--- config.mk ---
export PLATFORM = sky130hd
export DESIGN_NAME = muldiv_seq
export DESIGN_NICKNAME = d
export VERILOG_FILES = /design/src/rtl/muldiv_seq_pkg.sv /design/src/rtl/muldiv_seq_md_iter.sv /design/src/rtl/muldiv_seq.sv
export SDC_FILE = /design/constraint.sdc
export NUM_CORES = 1
export LEC_CHECK = 0
export ABC_AREA = 0
export BUFFER_PORTS_ARGS = -buffer_cell sky130_fd_sc_hd__buf_2
export CAP_MARGIN = 15
export CORE_ASPECT_RATIO = 2
export CORE_MARGIN = 2
export CORE_UTILIZATION = 37
export CTS_BUF_LIST = sky130_fd_sc_hd__clkbuf_8
export DETAILED_ROUTE_END_ITERATION = 6
export MAX_ROUTING_LAYER = met4
export SKIP_LAST_GASP = 1
export SLEW_MARGIN = 20
export SYNTH_ARGS = -nofsm -noshare
export SYNTH_HDL_FRONTEND = slang
export SYNTH_SLANG_ARGS = --single-unit
--- constraint.sdc ---
create_clock -name Clk -period 8.45 [get_ports Clk]
set_input_delay 1.69 -clock Clk [delete_from_list [all_inputs] [get_ports Clk]]
set_output_delay 1.69 -clock Clk [all_outputs]
set_load 0.03 [all_outputs]
--- src/rtl/muldiv_seq_pkg.sv ---
// Shared constants, state encoding and helpers for the multiply/divide sequencer.
package muldiv_seq_pkg;

  localparam int WIDTH = 32;
  localparam int CNT_W = 5;
  localparam int DW    = 2 * WIDTH;

  // Bit positions inside the decode control word used to derive Start/IsDiv/Unsigned.
  localparam int OP_MULT     = 0;
  localparam int OP_DIV      = 1;
  localparam int OP_UNSIGNED = 2;

  typedef enum logic [1:0] {
    MD_IDLE = 2'd0,
    MD_RUN  = 2'd1,
    MD_FIX  = 2'd2
  } md_state_e;

  // Two's-complement magnitude; 0x80000000 maps to itself, read as unsigned.
  function automatic logic [WIDTH-1:0] md_abs(input logic [WIDTH-1:0] v,
                                              input logic             is_signed);
    return (is_signed && v[WIDTH-1]) ? ((~v) + WIDTH'(1)) : v;
  endfunction

endpackage

--- src/rtl/muldiv_seq_md_iter.sv ---
// Single radix-2 iteration of the shared multiply/divide datapath.
// Multiply: acc = {partial_hi, multiplier}; LSB of the multiplier is consumed first.
// Divide:   acc = {rem, quot}; restoring step with trial subtract.
module md_iter
  import muldiv_seq_pkg::*;
(
  input  logic             is_div_i,
  input  logic [DW-1:0]    acc_i,
  input  logic [WIDTH-1:0] opb_i,
  output logic [DW-1:0]    acc_o
);

  logic [WIDTH:0]   add_sum;
  logic [WIDTH:0]   rem_shift;
  logic [WIDTH+1:0] diff;

  // One shift-add (multiply) or shift-subtract (divide) step.
  always_comb begin
    add_sum   = {1'b0, acc_i[DW-1:WIDTH]} + (acc_i[0] ? {1'b0, opb_i} : '0);
    rem_shift = acc_i[DW-1:WIDTH-1];
    diff      = {1'b0, rem_shift} - {2'b00, opb_i};
    if (is_div_i) begin
      // The remainder stays below the divisor, so the restored value fits WIDTH bits.
      if (diff[WIDTH+1]) begin
        acc_o = {rem_shift[WIDTH-1:0], acc_i[WIDTH-2:0], 1'b0};
      end else begin
        acc_o = {diff[WIDTH-1:0], acc_i[WIDTH-2:0], 1'b1};
      end
    end else begin
      acc_o = {add_sum, acc_i[WIDTH-1:1]};
    end
  end

endmodule

--- src/rtl/muldiv_seq.sv ---
// Iterative multiply/divide sequencer owning the HI/LO registers.
// Operands are latched as magnitudes on Start, 32 iterations run through md_iter,
// then one fixup cycle applies result signs and writes HI/LO.
module muldiv_seq
  import muldiv_seq_pkg::*;
(
  input  logic             Clk,
  input  logic             Reset,
  input  logic             Start,
  input  logic             IsDiv,
  input  logic             Unsigned,
  input  logic [WIDTH-1:0] Op1,
  input  logic [WIDTH-1:0] Op2,
  input  logic             WrHi,
  input  logic             WrLo,
  input  logic [WIDTH-1:0] WrData,
  output logic [WIDTH-1:0] Hi,
  output logic [WIDTH-1:0] Lo,
  output logic             Busy,
  output logic             Done
);

  md_state_e        state_q;
  logic [CNT_W-1:0] cnt_q;
  logic [DW-1:0]    acc_q;
  logic [DW-1:0]    acc_d;
  logic [WIDTH-1:0] opb_q;
  logic             is_div_q;
  logic             neg_q;      // product / quotient negate
  logic             neg_rem_q;  // remainder negate (follows dividend sign)
  logic [WIDTH-1:0] hi_q, lo_q;
  logic [WIDTH-1:0] hi_d, lo_d;
  logic             done_q;

  logic [WIDTH-1:0] mag1, mag2;
  logic             sgn1, sgn2;

  logic [DW-1:0]    prod_fix;
  logic [WIDTH-1:0] quot_fix, rem_fix;

  assign sgn1 = ~Unsigned & Op1[WIDTH-1];
  assign sgn2 = ~Unsigned & Op2[WIDTH-1];
  assign mag1 = md_abs(Op1, ~Unsigned);
  assign mag2 = md_abs(Op2, ~Unsigned);

  md_iter u_iter (
    .is_div_i (is_div_q),
    .acc_i    (acc_q),
    .opb_i    (opb_q),
    .acc_o    (acc_d)
  );

  // Sign fixup of the finished accumulator into HI/LO next values.
  always_comb begin
    prod_fix = neg_q ? ((~acc_q) + DW'(1)) : acc_q;
    quot_fix = neg_q ? ((~acc_q[WIDTH-1:0]) + WIDTH'(1)) : acc_q[WIDTH-1:0];
    rem_fix  = neg_rem_q ? ((~acc_q[DW-1:WIDTH]) + WIDTH'(1)) : acc_q[DW-1:WIDTH];
    if (is_div_q) begin
      hi_d = rem_fix;
      lo_d = quot_fix;
    end else begin
      hi_d = prod_fix[DW-1:WIDTH];
      lo_d = prod_fix[WIDTH-1:0];
    end
  end

  // Sequencer FSM: issue, iterate, fix up and write back; owns HI/LO and Done.
  always_ff @(posedge Clk) begin
    if (Reset) begin
      state_q   <= MD_IDLE;
      cnt_q     <= '0;
      acc_q     <= '0;
      opb_q     <= '0;
      is_div_q  <= 1'b0;
      neg_q     <= 1'b0;
      neg_rem_q <= 1'b0;
      hi_q      <= '0;
      lo_q      <= '0;
      done_q    <= 1'b0;
    end else begin
      done_q <= 1'b0;
      unique case (state_q)
        MD_IDLE: begin
          if (WrHi) hi_q <= WrData;
          if (WrLo) lo_q <= WrData;
          if (Start) begin
            is_div_q  <= IsDiv;
            neg_q     <= sgn1 ^ sgn2;
            neg_rem_q <= sgn1;
            // Divide keeps the divisor as the iteration operand; multiply keeps the multiplicand.
            opb_q     <= IsDiv ? mag2 : mag1;
            acc_q     <= {{WIDTH{1'b0}}, (IsDiv ? mag1 : mag2)};
            cnt_q     <= CNT_W'(WIDTH - 1);
            state_q   <= MD_RUN;
          end
        end
        MD_RUN: begin
          acc_q <= acc_d;
          if (cnt_q == '0) begin
            state_q <= MD_FIX;
          end else begin
            cnt_q <= cnt_q - CNT_W'(1);
          end
        end
        MD_FIX: begin
          hi_q    <= hi_d;
          lo_q    <= lo_d;
          done_q  <= 1'b1;
          state_q <= MD_IDLE;
        end
        default: state_q <= MD_IDLE;
      endcase
    end
  end

  assign Busy = (state_q != MD_IDLE);
  assign Hi   = hi_q;
  assign Lo   = lo_q;
  assign Done = done_q;

endmodule

==> metrics.md, run 1 <==
| Metric | Value |
|---|---|
| Status | complete, no violations |
| Placed Area | 15700 µm² |
| WL/cell | 21.6 µm |
| Die Wd | 144 µm |
| Hold Crit Class | flop to flop |
| Slowest CP cell | clkinv_1 |
| Skew-Pair Late Insertion Delay | 0.52 ns |
| Final worst path period need | 4.63 ns |
| Combinational Power Share | 36.2% |
| Setup violators final | 0 |
| DRC violations left | 0 |
| Post-synth EDFFs | 0 |
| Register area | 3430 µm² |
| Slew @ Worst Pin | 1.06 ns |
| Via density | 5.92 |
| Fin Hold WS | 0.465 ns |
| CTS Buf Count | 17 |
| Root Driver | clkbuf_8 |
| Worst EP required | 8.90 ns |
| Crit path DAT | 5.07 ns |
| Port Buf Inserts | 168 |
| Post-DP HPWL | 44.7 mm |
| RSZ-0062 raised after global routing | no |
| Area Growth Syn to Fin | 10.8% |
| Post-synth cell types | 86 |
| 1st-iter DRT viols | 970 |
| Fmax | 0.216 GHz |
| Setup TNS | 0 ns |
| Total core area | 38700 µm² |
| CP max FO | 32 |
| Seq/Total Area, Yosys | 23.6% |
| Detailed-route via count | 15320 |
| Avg Inst Size Synth | 7.34 µm² |
| Post-route cell area | 16100 µm² |
| Final RePlAce weighted congestion | 0.949 |
| Critical path endpoint category | flop |
| Clock network power share | 24.4% |
| Fin crit share | 54.8% |
| Crit path cell chain | clkinv_1, nor2_1, ha_1, a211oi_1, o211ai_1, a21oi_1, o21ai_1, a31oi_1, o31ai_2, a2111oi_0, o41a_1, a31oi_1 |
| Yosys reg bits | 171 |
| Hold buffer count at CTS | 0 |
| Max-slew violations | 0 |
| Starting density of the core | 37.5% |
| CTS resizes | 0 |
| Ports | 169 |
| Crit-path leading delay family | compound AO/OA/AOI/OAI gates |
| Final hold vios | 0 |
| Vias in the first global route | 14722 |
| Nature of the critical path startpoint | flop |
| Synth Cell Area | 14500 µm² |
| Prevailing post-synth register cell | dfxtp_1 |
| CTS tree | yes |
| Max cap viols | 0 |
| Nets | 2226 |
| Clock skew | 0.0194 ns |
| Clock transition at path regs | 0.11 ns |
| Die height | 284 µm |
| # fillers | 4073 |
| Pin count of the biggest net entering global routing | 82 |
| Critical path buffer and inverter count | 1 |
| Total GRT Usage | 27.5% |
| Die Area | 40900 µm² |
| Share of power burned in registers | 39.3% |
| WS Path Type | flop to flop |
| Net Sw Power | 1.04 mW |
| Final Power | 2.48 mW |
| Async SR Flop Fraction | 0% |
| Post-CTS Setup Bufs | 0 |
| Switching Fraction | 42.1% |
| Number of clock sinks | 171 |
| Multi-input gate area | 10300 µm² |
| Slowest stage delay, CP | 0.86 ns |
| First-pass GRT wire length | 84.4 mm |
| Yosys warns | 0 |
| Detail Route Antenna Nets | 0 |
| Share of cells above drive strength 1 | 13.2% |
| Htree depth | 4 |
| DR pass1 iterations | 6 |
| Routed wire length | 55.8 mm |
| Rows | 102 |
| Maximum clock path buffer count | 2 |
| Rel. slew slack | 29.5% |
| Synth Instances | 1978 |
| Internal Pwr Total | 1.44 mW |
| Syn_nets | 2153 |
| Total congestion overflow | 0 |
| Most used cell, CP | a31oi_1 |
| Pwr dens | 154 nW/µm² |
| P_leak | 6.53 nW |
| Initial antenna violation count | 3 |
| Peak VDD IR | 0.0782 mV |
## power groups by stage
stage	logic (mW)	clock network [mW]	registers (mW)
after global routing	0.983	0.639	0.983
after floorplan	0.602	0	0.987
final	0.899	0.606	0.976
after global placement	0.881	0	0.991
after detailed placement	0.891	0	0.993
after CTS	0.894	0.609	0.974
## logic make-up (layout without fill, tap and decap cells)
logic type	after synthesis	after routing	share of synthesized area (%)
other	0	3	0
AOI/OAI and AO/OA	646	646	29.7
buffers and inverters	208	294	5.58
DFF	171	171	23.6
muxes	52	52	3.61
adders and majority gates	72	72	6.31
and+or+nand+nor	662	662	21.1
xor gates and xnor gates	167	167	10.1
## synthesized netlist by cell type (6+ instances only)
master / number / area [µm²]
buf_1: 15 / 56.3
o22ai_1: 7 / 43.8
o221ai_1: 8 / 70.1
a31o_2: 6 / 52.6
nor4_1: 19 / 119
o31ai_1: 26 / 195
inv_1: 68 / 255
mux2i_1: 49 / 490
a2111oi_0: 14 / 123
a211oi_1: 94 / 706
xnor2_1: 79 / 692
nor3_1: 30 / 150
or4_1: 9 / 67.6
dfxtp_1: 171 / 3420
a21o_1: 33 / 248
a22o_1: 11 / 96.3
xor2_1: 88 / 771
nand2b_1: 10 / 62.6
a21oi_1: 174 / 871
ha_1: 70 / 876
clkbuf_1: 111 / 417
nand4_1: 12 / 75.1
nand2_1: 190 / 713
a22oi_1: 6 / 45.0
nand3_1: 30 / 150
o21bai_1: 7 / 52.6
o21ai_0: 107 / 536
buf_2: 8 / 40.0
a221o_1: 9 / 90.1
a221oi_1: 10 / 87.6
o21a_1: 8 / 60.1
or3_1: 15 / 93.8
and3_1: 12 / 75.1
a41oi_1: 6 / 52.6
nor2_1: 263 / 987
and2_1: 12 / 75.1
o41ai_1: 13 / 114
nor2b_1: 16 / 100
a311oi_1: 9 / 78.8
or2_2: 10 / 62.6
o211ai_1: 34 / 255
a31oi_1: 27 / 169
## worst register-to-register path: stages (launching register included)
cell       delay (ns)
dfxtp_1          0.51
clkinv_1         0.86
nor2_1           0.34
ha_1             0.30
a211oi_1         0.13
o211ai_1         0.29
a21oi_1          0.17
o21ai_1          0.32
a31oi_1          0.26
o31ai_2          0.62
a2111oi_0        0.22
o41a_1           0.40
a31oi_1          0.13
## per-stage QoR
stage | setup slack, ns | utilization [%] | cells
2_1_floorplan | 4.52 | - | 1978
3_3_place_gp | 3.78 | 40.6 | 2552
3_5_place_dp | 3.74 | 40.6 | 2552
4_1_cts | 3.90 | 41.6 | 2584
5_1_grt | 3.53 | 41.6 | 2587
6_report | 3.82 | 41.6 | 2587
## layout by cell type (no fill, tap or decap), types with 10 or more instances in the layout
cell	Yosys	final
a21oi_1	174	174
a22o_1	11	11
a221oi_1	10	10
clkbuf_8	0	17
nand2_1	190	189
nor2b_1	16	14
nor3_1	30	29
nand3_1	30	30
ha_1	70	70
nand4_1	12	12
nand2b_1	10	10
mux2i_1	49	49
nor2_1	263	261
and3_1	12	12
o21ai_0	107	107
and2_1	12	12
a211oi_1	94	94
a21o_1	33	33
xnor2_1	79	79
xor2_1	88	88
a2111oi_0	14	13
buf_2	8	167
or2_2	10	10
o41ai_1	13	13
dfxtp_1	171	170
nor4_1	19	19
o211ai_1	34	34
a31oi_1	27	27
inv_1	68	68
buf_4	2	27
or3_1	15	15
o31ai_1	26	26
## area by class of cell
| class | instances | area share [%] |
|---|---|---|
| multi-input combinational | 1599 | 64.1 |
| sequential | 171 | 21.3 |
| timing repair buffer | 194 | 6.45 |
| tap | 520 | 4.04 |
| inverter | 68 | 1.59 |
| clock buffer | 17 | 1.45 |
| clock inverter | 15 | 0.972 |
| antenna | 3 | 0.0467 |
## worst paths after layout
kind | from | endpoint | slack, ns | depth (start not counted)
setup / recovery | acc_q[0] | acc_q[58] | 3.82 | 12
hold / removal | opb_q[7] | opb_q[7] | 0.47 | 2
setup reg to reg | acc_q[0] | acc_q[58] | 3.82 | 12
hold reg to reg | opb_q[7] | opb_q[7] | 0.47 | 2
## flip-flops by register name (all words and copies together), names as in the netlist, 2 cells and up
signal   flops
Lo          32
cnt_q        5
acc_q       64
state_q      2
opb_q       32
Hi          32
## layer usage
layer	part of all wire [%]	GRT usage [%]	wire, µm	up-vias
li1	-	-	-	7363
met1	37	28.6	20500	7250
met2	52	48.7	28900	527
met3	4.2	2.83	2350	180
met4	7.3	17.5	4060	0
met5	0	-	0	-
Note: power is estimated with default switching activity, not from simulation.
==> inputs of run 2 (changes only) <==
- clock period: 8.45 -> 4.8 ns (I/O delays scaled with it)
==> metrics.md, run 2 (synthesis results as in run 1) <==
| Metric | Value |
|---|---|
| Status | complete, no violations |
| Fin crit share | 82.6% |
| Clock skew | 0.0214 ns |
| Hold buffer count at CTS | 0 |
| Nature of the critical path startpoint | flop |
| Hold Crit Start | opb_q[19] |
| CTS Buf Count | 17 |
| Total core area | 38700 µm² |
| Fin util | 42.1% |
| Rows | 102 |
| Worst EP required | 5.22 ns |
| WL/cell | 21.6 µm |
| Detail Route Antenna Nets | 0 |
| Setup TNS | 0 ns |
| Clock transition at path regs | 0.11 ns |
| Crit path DAT | 4.39 ns |
| Final hold vios | 0 |
| Detailed-route via count | 15461 |
| Final RePlAce weighted congestion | 0.982 |
| Hold Crit Class | flop to flop |
| Area Growth Syn to Fin | 12.0% |
| Share of cells above drive strength 1 | 14.1% |
| Port Buf Inserts | 168 |
| First-pass GRT wire length | 85.5 mm |
| DR pass1 iterations | 7 |
| Ports | 169 |
| Setup violators final | 0 |
| Via density | 5.94 |
| Die height | 284 µm |
| Root Driver | clkbuf_8 |
| Post-route cell area | 16300 µm² |
| 1st-iter DRT viols | 945 |
| Pin count of the biggest net entering global routing | 70 |
| Slew @ Worst Pin | 1.04 ns |
| Net Sw Power | 1.88 mW |
| Vias in the first global route | 14845 |
| # fillers | 4055 |
| Total congestion overflow | 0 |
| Initial antenna violation count | 1 |
| Largest register FFs | 64 |
| Total GRT Usage | 28.0% |
| Fmax | 0.252 GHz |
| RSZ-0062 raised after global routing | no |
| Peak VDD IR | 0.150 mV |
| Routed wire length | 56.4 mm |
| Post-DP HPWL | 45.4 mm |
| Largest Register | acc_q |
| Combinational Power Share | 36.8% |
| Most frequent cells in the layout | 262 x nor2_1, 189 x nand2_1, 174 x a21oi_1, 170 x dfxtp_1, 167 x buf_2 |
| Skew-Pair Late Insertion Delay | 0.52 ns |
| Internal Pwr Total | 2.56 mW |
| Worst flop-to-flop path startpoint | acc_q[0] |
| Nets | 2246 |
| Post-CTS Setup Bufs | 0 |
| Share of power burned in registers | 38.3% |
| Commonest non-fill, non-tap cell in the layout | nor2_1 |
| Pwr dens | 273 nW/µm² |
| Rel. slew slack | 30.2% |
| DRC violations left | 0 |
| Max cap viols | 0 |
| CP max FO | 9 |
| Clock network power share | 24.9% |
| WS Path Type | flop to flop |
| Critical path endpoint category | flop |
| Die Wd | 144 µm |
| Final worst path period need | 3.97 ns |
| Number of clock sinks | 171 |
| CTS resizes | 0 |
| Placed Area | 15900 µm² |
| Maximum clock path buffer count | 2 |
| Htree depth | 4 |
| Setup crit start | acc_q[0] |
| P_leak | 6.65 nW |
| CTS tree | yes |
| Die Area | 40900 µm² |
| Starting density of the core | 37.5% |
| Max-slew violations | 0 |
| Switching Fraction | 42.4% |
[run 2: layout make-up]
type / instances / area, µm² / area share (%)
antenna: 1 / 2.50 / 0.0154
clock buffer: 17 / 234 / 1.44
clock inverter: 15 / 175 / 1.08
inverter: 68 / 255 / 1.57
multi-input combinational: 1599 / 10300 / 63.4
sequential: 171 / 3430 / 21.1
tap: 520 / 651 / 4.00
timing repair buffer: 214 / 1200 / 7.39
[run 2: worst paths after layout]
check,end,slack (ns),depth (start not counted)
worst min register to register,opb_q[19],0.46,2
worst max-delay path,acc_q[61],0.83,13
worst min-delay path,opb_q[19],0.46,2
worst max register to register,acc_q[61],0.83,13
[run 2: power groups by stage]
| stage | Sequential (mW) | Combinational [mW] | Clock, mW |
|---|---|---|---|
| floorplan | 1.74 | 1.06 | 0 |
| global placement | 1.73 | 1.60 | 0 |
| detailed placement | 1.73 | 1.62 | 0 |
| CTS | 1.70 | 1.62 | 1.12 |
| global route | 1.72 | 1.78 | 1.18 |
| finish | 1.70 | 1.63 | 1.11 |
[run 2: stage by stage]
stage | hold WS (ns) | setup WS, ns | total power [mW] | instances
after floorplan | 0.432 | 1.50 | 2.80 | 1978
after global placement | 0.444 | 0.952 | 3.33 | 2572
after detailed placement | 0.449 | 0.921 | 3.35 | 2572
after CTS | 0.463 | 0.893 | 4.45 | 2604
after global routing | 0.484 | 0.591 | 4.67 | 2605
final | 0.458 | 0.833 | 4.44 | 2605
[run 2: layer usage]
metal | global-route usage [%] | up-vias | part of all wire [%]
li1 | - | 7410 | -
met1 | 28.9 | 7310 | 36
met2 | 49.0 | 553 | 51
met3 | 3.22 | 188 | 4.3
met4 | 18.6 | 0 | 7.8
met5 | - | - | 0
[run 2: worst max-delay path, cell delays in order, from the launching register on]
cell and delay [ns]:
dfxtp_1 0.52, and2_1 0.18, ha_1 0.19, inv_1 0.06, fa_1 0.41, nor2b_1 0.17
o211ai_1 0.18, a2111oi_0 0.71, o2111ai_1 0.25, a21oi_1 0.47, a211oi_1 0.17, nor4b_1 0.30
nor4b_1 0.09, a21o_1 0.16
